$ cat config.mk
export PLATFORM = sky130hd
export DESIGN_NAME = fsm_engine_arbiter
export DESIGN_NICKNAME = d
export VERILOG_FILES = /design/src/rtl/fsm_engine_arbiter.sv
export SDC_FILE = /design/constraint.sdc
export NUM_CORES = 1
export LEC_CHECK = 0
export ABC_AREA = 1
export BUFFER_PORTS_ARGS = -buffer_cell sky130_fd_sc_hd__buf_2
export CAP_MARGIN = 30
export CORE_MARGIN = 5
export CORE_UTILIZATION = 45
export CTS_CLUSTER_SIZE = 24
export DETAILED_ROUTE_END_ITERATION = 8
export PLACE_DENSITY = 0.82
export SETUP_SLACK_MARGIN = 0.4
export SLEW_MARGIN = 20
export SYNTH_ARGS = -nofsm -noshare
export SYNTH_HDL_FRONTEND = slang
export SYNTH_SLANG_ARGS = --single-unit
$ cat constraint.sdc
create_clock -name clk -period 2.7 [get_ports clk]
set_input_delay 0.405 -clock clk [delete_from_list [all_inputs] [get_ports clk]]
set_output_delay 0.405 -clock clk [all_outputs]
set_load 0.02 [all_outputs]
$ cat src/rtl/fsm_engine_arbiter.sv
// Round-robin arbiter that lends one shared behaviour FSM engine to NUM_REQ agents,
// holding each grant until the engine reports STOP or a watchdog aborts the job.
module fsm_engine_arbiter #(
    parameter int NUM_REQ     = 4,
    parameter int SENSOR_W    = 4,
    parameter int TIMEOUT_CYC = 64
) (
    input  logic                         clk,
    input  logic                         rst,
    input  logic [NUM_REQ-1:0]           req,
    input  logic [NUM_REQ*SENSOR_W-1:0]  sensor_bus,
    output logic [NUM_REQ-1:0]           grant,
    output logic [NUM_REQ-1:0]           done,
    output logic                         timeout_err,
    output logic                         busy,
    output logic [SENSOR_W-1:0]          eng_sensor,
    output logic                         eng_rst,
    input  logic [2:0]                   eng_action
);

    localparam int IDX_W = $clog2(NUM_REQ);
    localparam int WD_W  = $clog2(TIMEOUT_CYC);

    localparam logic [2:0]       ACT_STOP = 3'b100;
    localparam logic [WD_W-1:0]  WD_LAST  = WD_W'(TIMEOUT_CYC - 1);
    localparam logic [IDX_W-1:0] IDX_LAST = IDX_W'(NUM_REQ - 1);

    typedef enum logic [1:0] {
        ST_ARB,
        ST_RUN,
        ST_ABORT
    } state_t;

    state_t               r_state;
    logic [NUM_REQ-1:0]   r_grant;
    logic [NUM_REQ-1:0]   r_done;
    logic                 r_timeout_err;
    logic [IDX_W-1:0]     r_last;
    logic [WD_W-1:0]      r_wdog;

    logic [IDX_W-1:0]     w_cand;
    logic [IDX_W-1:0]     w_win_idx;
    logic                 w_win_valid;
    logic [SENSOR_W-1:0]  w_eng_sensor;

    // Rotating priority: the scan starts one past the last winner and wraps.
    // NOTE: every variable gets a default at the top so no path leaves it unassigned (no latch).
    always_comb begin
        w_cand      = r_last;
        w_win_idx   = '0;
        w_win_valid = 1'b0;
        for (int k = 0; k < NUM_REQ; k++) begin
            w_cand = (w_cand == IDX_LAST) ? '0 : w_cand + 1'b1;
            if (!w_win_valid && req[w_cand]) begin
                w_win_valid = 1'b1;
                w_win_idx   = w_cand;
            end
        end
    end

    // Engine input is driven only while a job runs, so the engine idles between jobs.
    always_comb begin
        w_eng_sensor = '0;
        for (int i = 0; i < NUM_REQ; i++) begin
            if (r_state == ST_RUN && r_grant[i]) begin
                w_eng_sensor = sensor_bus[i*SENSOR_W +: SENSOR_W];
            end
        end
    end

    // NOTE: sequential state uses non-blocking assignments so every flop samples pre-edge values.
    always_ff @(posedge clk or posedge rst) begin
        if (rst) begin
            r_state       <= ST_ARB;
            r_grant       <= '0;
            r_done        <= '0;
            r_timeout_err <= 1'b0;
            r_last        <= IDX_LAST;
            r_wdog        <= '0;
        end else begin
            r_done        <= '0;
            r_timeout_err <= 1'b0;
            case (r_state)
                ST_ARB: begin
                    if (w_win_valid) begin
                        r_grant <= NUM_REQ'(1) << w_win_idx;
                        r_last  <= w_win_idx;
                        r_wdog  <= '0;
                        r_state <= ST_RUN;
                    end
                end
                ST_RUN: begin
                    // STOP takes precedence over a watchdog expiring on the same edge.
                    if (eng_action == ACT_STOP) begin
                        r_grant <= '0;
                        r_done  <= r_grant;
                        r_state <= ST_ARB;
                    end else if (r_wdog == WD_LAST) begin
                        r_grant       <= '0;
                        r_timeout_err <= 1'b1;
                        r_state       <= ST_ABORT;
                    end else begin
                        r_wdog <= r_wdog + 1'b1;
                    end
                end
                ST_ABORT: r_state <= ST_ARB;
                default:  r_state <= ST_ARB;
            endcase
        end
    end

    assign grant       = r_grant;
    assign done        = r_done;
    assign timeout_err = r_timeout_err;
    assign busy        = (r_state != ST_ARB);
    assign eng_sensor  = w_eng_sensor;
    // The abort pulse doubles as the engine reset; r_timeout_err is high exactly during ABORT.
    assign eng_rst     = rst | r_timeout_err;

    a_grant_onehot : assert property (@(posedge clk) disable iff (rst) $onehot0(r_grant));
    a_done_xor_err : assert property (@(posedge clk) disable iff (rst) !((|r_done) && r_timeout_err));

endmodule

* After elaboration in Yosys (flattened, before gate mapping) *
Index checks and enable logic that the tools add are counted.
W data, S select, Z words.

cells by class
  multiplexer cells = 41
  add/sub/neg operators = 5
  shifts and indexed selects = 1
  bitwise operators = 1
  eq/ne operators = 11
  reductions and logical operators = 17
  order comparisons = 4

operators by type and width
  operator               count
  $mux W4                9
  $mux W2                11
  $mux W6                3
  $lt A2 B3 Y1 const B   4
  $pmux W6 S2            1
  $mux W1                11
  $add A2 B1 Y2 const B  4
  $bmux W1 S2            4
  $eq A2 B2 Y1 const B   4
  $pmux W4 S2            1
  $logic_and A1 B1 Y1    7
  $add A6 B1 Y6 const B  1
  $eq A6 B6 Y1 const B   1
  $ne A2 B2 Y1 const B   3
  $pmux W2 S2            1
  $reduce_and A2 Y1      2
  $reduce_and A4 Y1      1
  $reduce_bool A2 Y1     2
  $shl A1 B2 Y4 const A  1
  $eq A3 B3 Y1 const B   1
  $logic_not A1 Y1       3
  $ne A3 B1 Y1 const B   1
  $reduce_and A3 Y1      1
  $eq A2 B1 Y1 const B   1
  other kinds (2)        2

word-level totals
  bits of input ports = 25
  bits in registers = 19

* Depth between registers and ports, before layout *
  depth after elaboration = 17
  gate-level depth with buffers = 14
  depth with buffers taken out = 14

* Worst setup path before layout *
Ideal clock, no wire load.

  path type = register -> register
  from = reg r_last[0]
  to = reg r_grant[2] (netlist: grant[2])
  setup time = 0.117 ns
  path slack = 0.755 ns
  path buffers = 1
  period minus slack after synthesis = 1.945 ns
  data arrival time = 1.827 ns
  stages on the path, launching flop included = 13
  path through = dfstp_2 > ha_1 > clkbuf_2 > inv_1 > nand2_1 > nand3_1 > nand2_2 > nor2_4 > nand3b_4 > nand2_4 > inv_2 > nand3_1 > nand2_1

on the way
  word-level cells in the longest chain between the ends = 17

ends and longest elaborated chain
  element                                                 line  RTL
  start, declared                                         38    logic [IDX_W-1:0] r_last;
  start signal, assigned                                  87    r_last <= w_win_idx;
  $add A2 B1 Y2 or $eq A2 B2 Y1 (tied branches)           53    w_cand = (w_cand == IDX_LAST) ? '0 : w_cand + 1'b1;
  $mux W2 (*)                                             53
  branches (longest 15 deep; another with $add A2 B1 Y2)  n/a
  end signal, assigned                                    86    r_grant <= NUM_REQ'(1) << w_win_idx;
  end, declared                                           35    logic [NUM_REQ-1:0] r_grant;

Mark *: on every way between the ends. The select of a mux whose other input is x is not followed.
A chain may end at the register's enable or synchronous reset.

* Final worst setup path *
  from = reg r_state[0]
  to = out eng_sensor[3]

on the way
  word-level cells in the longest chain between the ends = 6

ends and longest elaborated chain
  element                 line  RTL
  start, declared         34    state_t r_state;
  start signal, assigned  74    r_state <= ST_ARB;
  start signal, assigned  89    r_state <= ST_RUN;
  start signal, assigned  97    r_state <= ST_ARB;
  $eq A2 B1 Y1 (*)        65    if (r_state == ST_RUN && r_grant[i]) begin
  $logic_and A1 B1 Y1     65
  $mux W4 (3 in series)   65
  $mux W4 (*)             65
  end, declared           16    output logic [SENSOR_W-1:0] eng_sensor,

Mark *: on every way between the ends. The rest lies on a longest branch, timed or not.

==> results.json <==
{
  "yosys.area.top_type": "dfrtp_1",
  "clockBufferDepth": 2,
  "postSynthCellCount": 185,
  "dp.final_hpwl_um": 2340,
  "syn-cell-area_um2": 1280,
  "initial_core_util_pct": 46.6,
  "die_x_um": 63.4,
  "cts_root_buf": "clkbuf_4",
  "cts.clk_slew.worst_paths_ns": 0.11,
  "htree_levels": 1,
  "fin_crit_ns": 2.07,
  "path_buf_inv": 2,
  "grt_max_degree": 20,
  "grt_pass1_wl_um": 5290,
  "ios": 40,
  "track_usage_pct": 15.6,
  "powerDensity_nw_per_um2": 1190,
  "fmax_mhz": 483,
  "met1_length_um": 1300,
  "cts_tree": "yes",
  "fillers": 271,
  "skew_ns": 0.00663,
  "finalSetupTns_ns": 0,
  "hold_viol": 0,
  "syn_to_final_growth_pct": 22.0,
  "ys_types": 27,
  "synth_area_leaders": "dfrtp_1 (33%), nand2_1 (20%), nand3_1 (8.6%), inv_1 (5.0%), nor2_1 (5.0%)",
  "synth_top_area_share_pct": 33.1,
  "insertion_delay_ns": 0.30,
  "cp_cell_sequence": "inv_1, nor2_4, nand2_1, nor2_2, nand2_1, nand3_1, o211ai_1, nand2_1, buf_2",
  "synth.net_count": 212,
  "fin_crit_sh_pct": 76.7,
  "topRoutingLayerUsed": "met4",
  "crit_arrival_ns": 1.66,
  "dr_total_vias": 1301,
  "drcViolationCount": 0,
  "ys_warn_count": 0,
  "diodes": 0,
  "wirelength_um": 2920,
  "max_slew.worst_pin.slew_ns": 0.691,
  "synth-edff-count": 0,
  "drv_cap": 0,
  "p_leak_uw": 0.000944,
  "ir_drop_mv": 0.583,
  "vias_per_cell": 5.00,
  "port_buffers": 39,
  "cp_slowest_cell": "dfrtp_1",
  "worstSetupStartpointType": "register",
  "wl_met2_um": 1410,
  "wl_met3_um": 196,
  "place_congestion": 0.854,
  "overflow": 0,
  "max_stage_delay_ns": 0.37,
  "cts_made_buffers": 3,
  "dieArea_um2": 4020,
  "crit_family": "simple AND/OR/NAND/NOR gates",
  "core_um2": 2760,
  "synth_flop_cell": "dfrtp_1",
  "nets": 257,
  "rsz0062_at_grt": "no",
  "slew_viol_final": 0,
  "cp-end-kind": "output port",
  "ys_ff_latch": 19,
  "first_global_vias": 1201,
  "drtIter0Drc": 39,
  "setup_viol": 0,
  "cts_num_sinks": 19,
  "syn_avg_cell_area_um2": 6.95,
  "ant_nets": 0,
  "layout-drive-gt1-share_pct": 29.7,
  "async_flop_share_pct": 100,
  "synth_seq_area_share_pct": 37.2,
  "crit_required_ns": 2.30,
  "hold_class": "in2async",
  "status": "finished, final reports clean",
  "relSlewSlack_pct": 53.9,
  "critPathMostFrequentCell": "nand2_1",
  "wire_per_inst_um": 11.2,
  "critPathKind": "reg2out",
  "antenna_found_initial": 0,
  "first_pass_iters": 4,
  "die_y_um": 63.4,
  "num_rows": 19,
  "worstPathMaxFanout": 9,
  "cts_hold_buffers": 0,
  "total_power_uw": 1870
}
routing by layer:
metal  vias up  track usage (%)
li1        675                -
met1       586             20.4
met2        38             26.4
met3         2             4.09
met4         0             2.34
met5         -                0
stage by stage:
step	area (µm²)	hold WS, ns	utilization [%]	worst slack (ns)	cells
finish	1570	0.198	56.9	0.630	260
global route	1570	0.279	56.9	0.451	260
floorplan	1280	0.355	-	0.755	185
global placement	1510	0.475	54.7	0.481	253
CTS	1540	0.221	55.9	0.464	257
detailed placement	1510	0.485	54.7	0.472	253
what timing repair did:
action,in CTS,in global routing
buffers inserted,0,3
endpoints found under the setup margin,4,4
pin swaps,0,1
resized for setup,2,1
layout by cell type (no fill, tap or decap), types with 3 or more instances in the layout:
| master | count |
|---|---|
| buf_2 | 39 |
| buf_4 | 3 |
| clkbuf_4 | 3 |
| dfrtp_1 | 17 |
| inv_1 | 17 |
| inv_2 | 3 |
| nand2_1 | 70 |
| nand2_2 | 5 |
| nand3_1 | 22 |
| nand3_2 | 3 |
| nand4_1 | 3 |
| nor2_1 | 15 |
| o211ai_1 | 4 |
sequential cells by signal, summed over array words and instances, names as in the netlist:
signal       count
r_last           2
r_wdog           6
done             4
grant            4
timeout_err      1
r_state          2
synthesized netlist by cell type, types with 2 or more instances:
library cell  count
inv_2             3
nand2_1          70
nand3_1          22
nand2_4           2
o211ai_1          4
inv_1            17
nand3_2           3
nor2_1           17
dfrtp_1          17
xor2_1            2
o21ai_2           2
nand4_1           3
nand2_2           5
dfstp_2           2
o21ai_1           2
xnor2_1           2
ha_1              2
kinds of logic (layout without fill, tap and decap cells):
kind of cell	after synthesis	after routing	share of synthesized area [%]
adder cells (fa/ha/maj)	2	2	1.95
AND/OR/NAND/NOR	127	127	45.8
flip-flops	19	19	37.2
AO/OA/AOI/OAI	11	11	5.74
buffers and inverters	22	66	6.62
XOR/XNOR	4	4	2.73
cell type report:
class	count	area, µm²	share of cell area, %
flip-flops and latches	19	478	30.5
inverters	20	75.1	4.79
clock buffers	4	26.3	1.68
well taps	31	38.8	2.47
repair buffers	42	218	13.9
multi-input cells	144	732	46.7
final timing paths:
path / startpoint / to / slack (ns) / cells past startpoint
max: r_state[0] / eng_sensor[3] / 0.63 / 9
min: rst / timeout_err / 0.20 / 2
max reg2reg: r_last[0] / grant[1] / 0.65 / 11
min reg2reg: r_last[1] / r_last[1] / 0.50 / 2
max in group asynchronous: rst / r_wdog[2] / 2.06 / 2
min in group clk: eng_action[2] / done[1] / 0.44 / 3
where the power goes:
group          internal [µW]  switching (µW)  total (µW)
Combinational            437             850        1290
Clock                   57.5            84.6         142
Sequential               370            70.7         440
Total                    864            1010        1870
No activity file was read; power rests on OpenSTA's default activity.
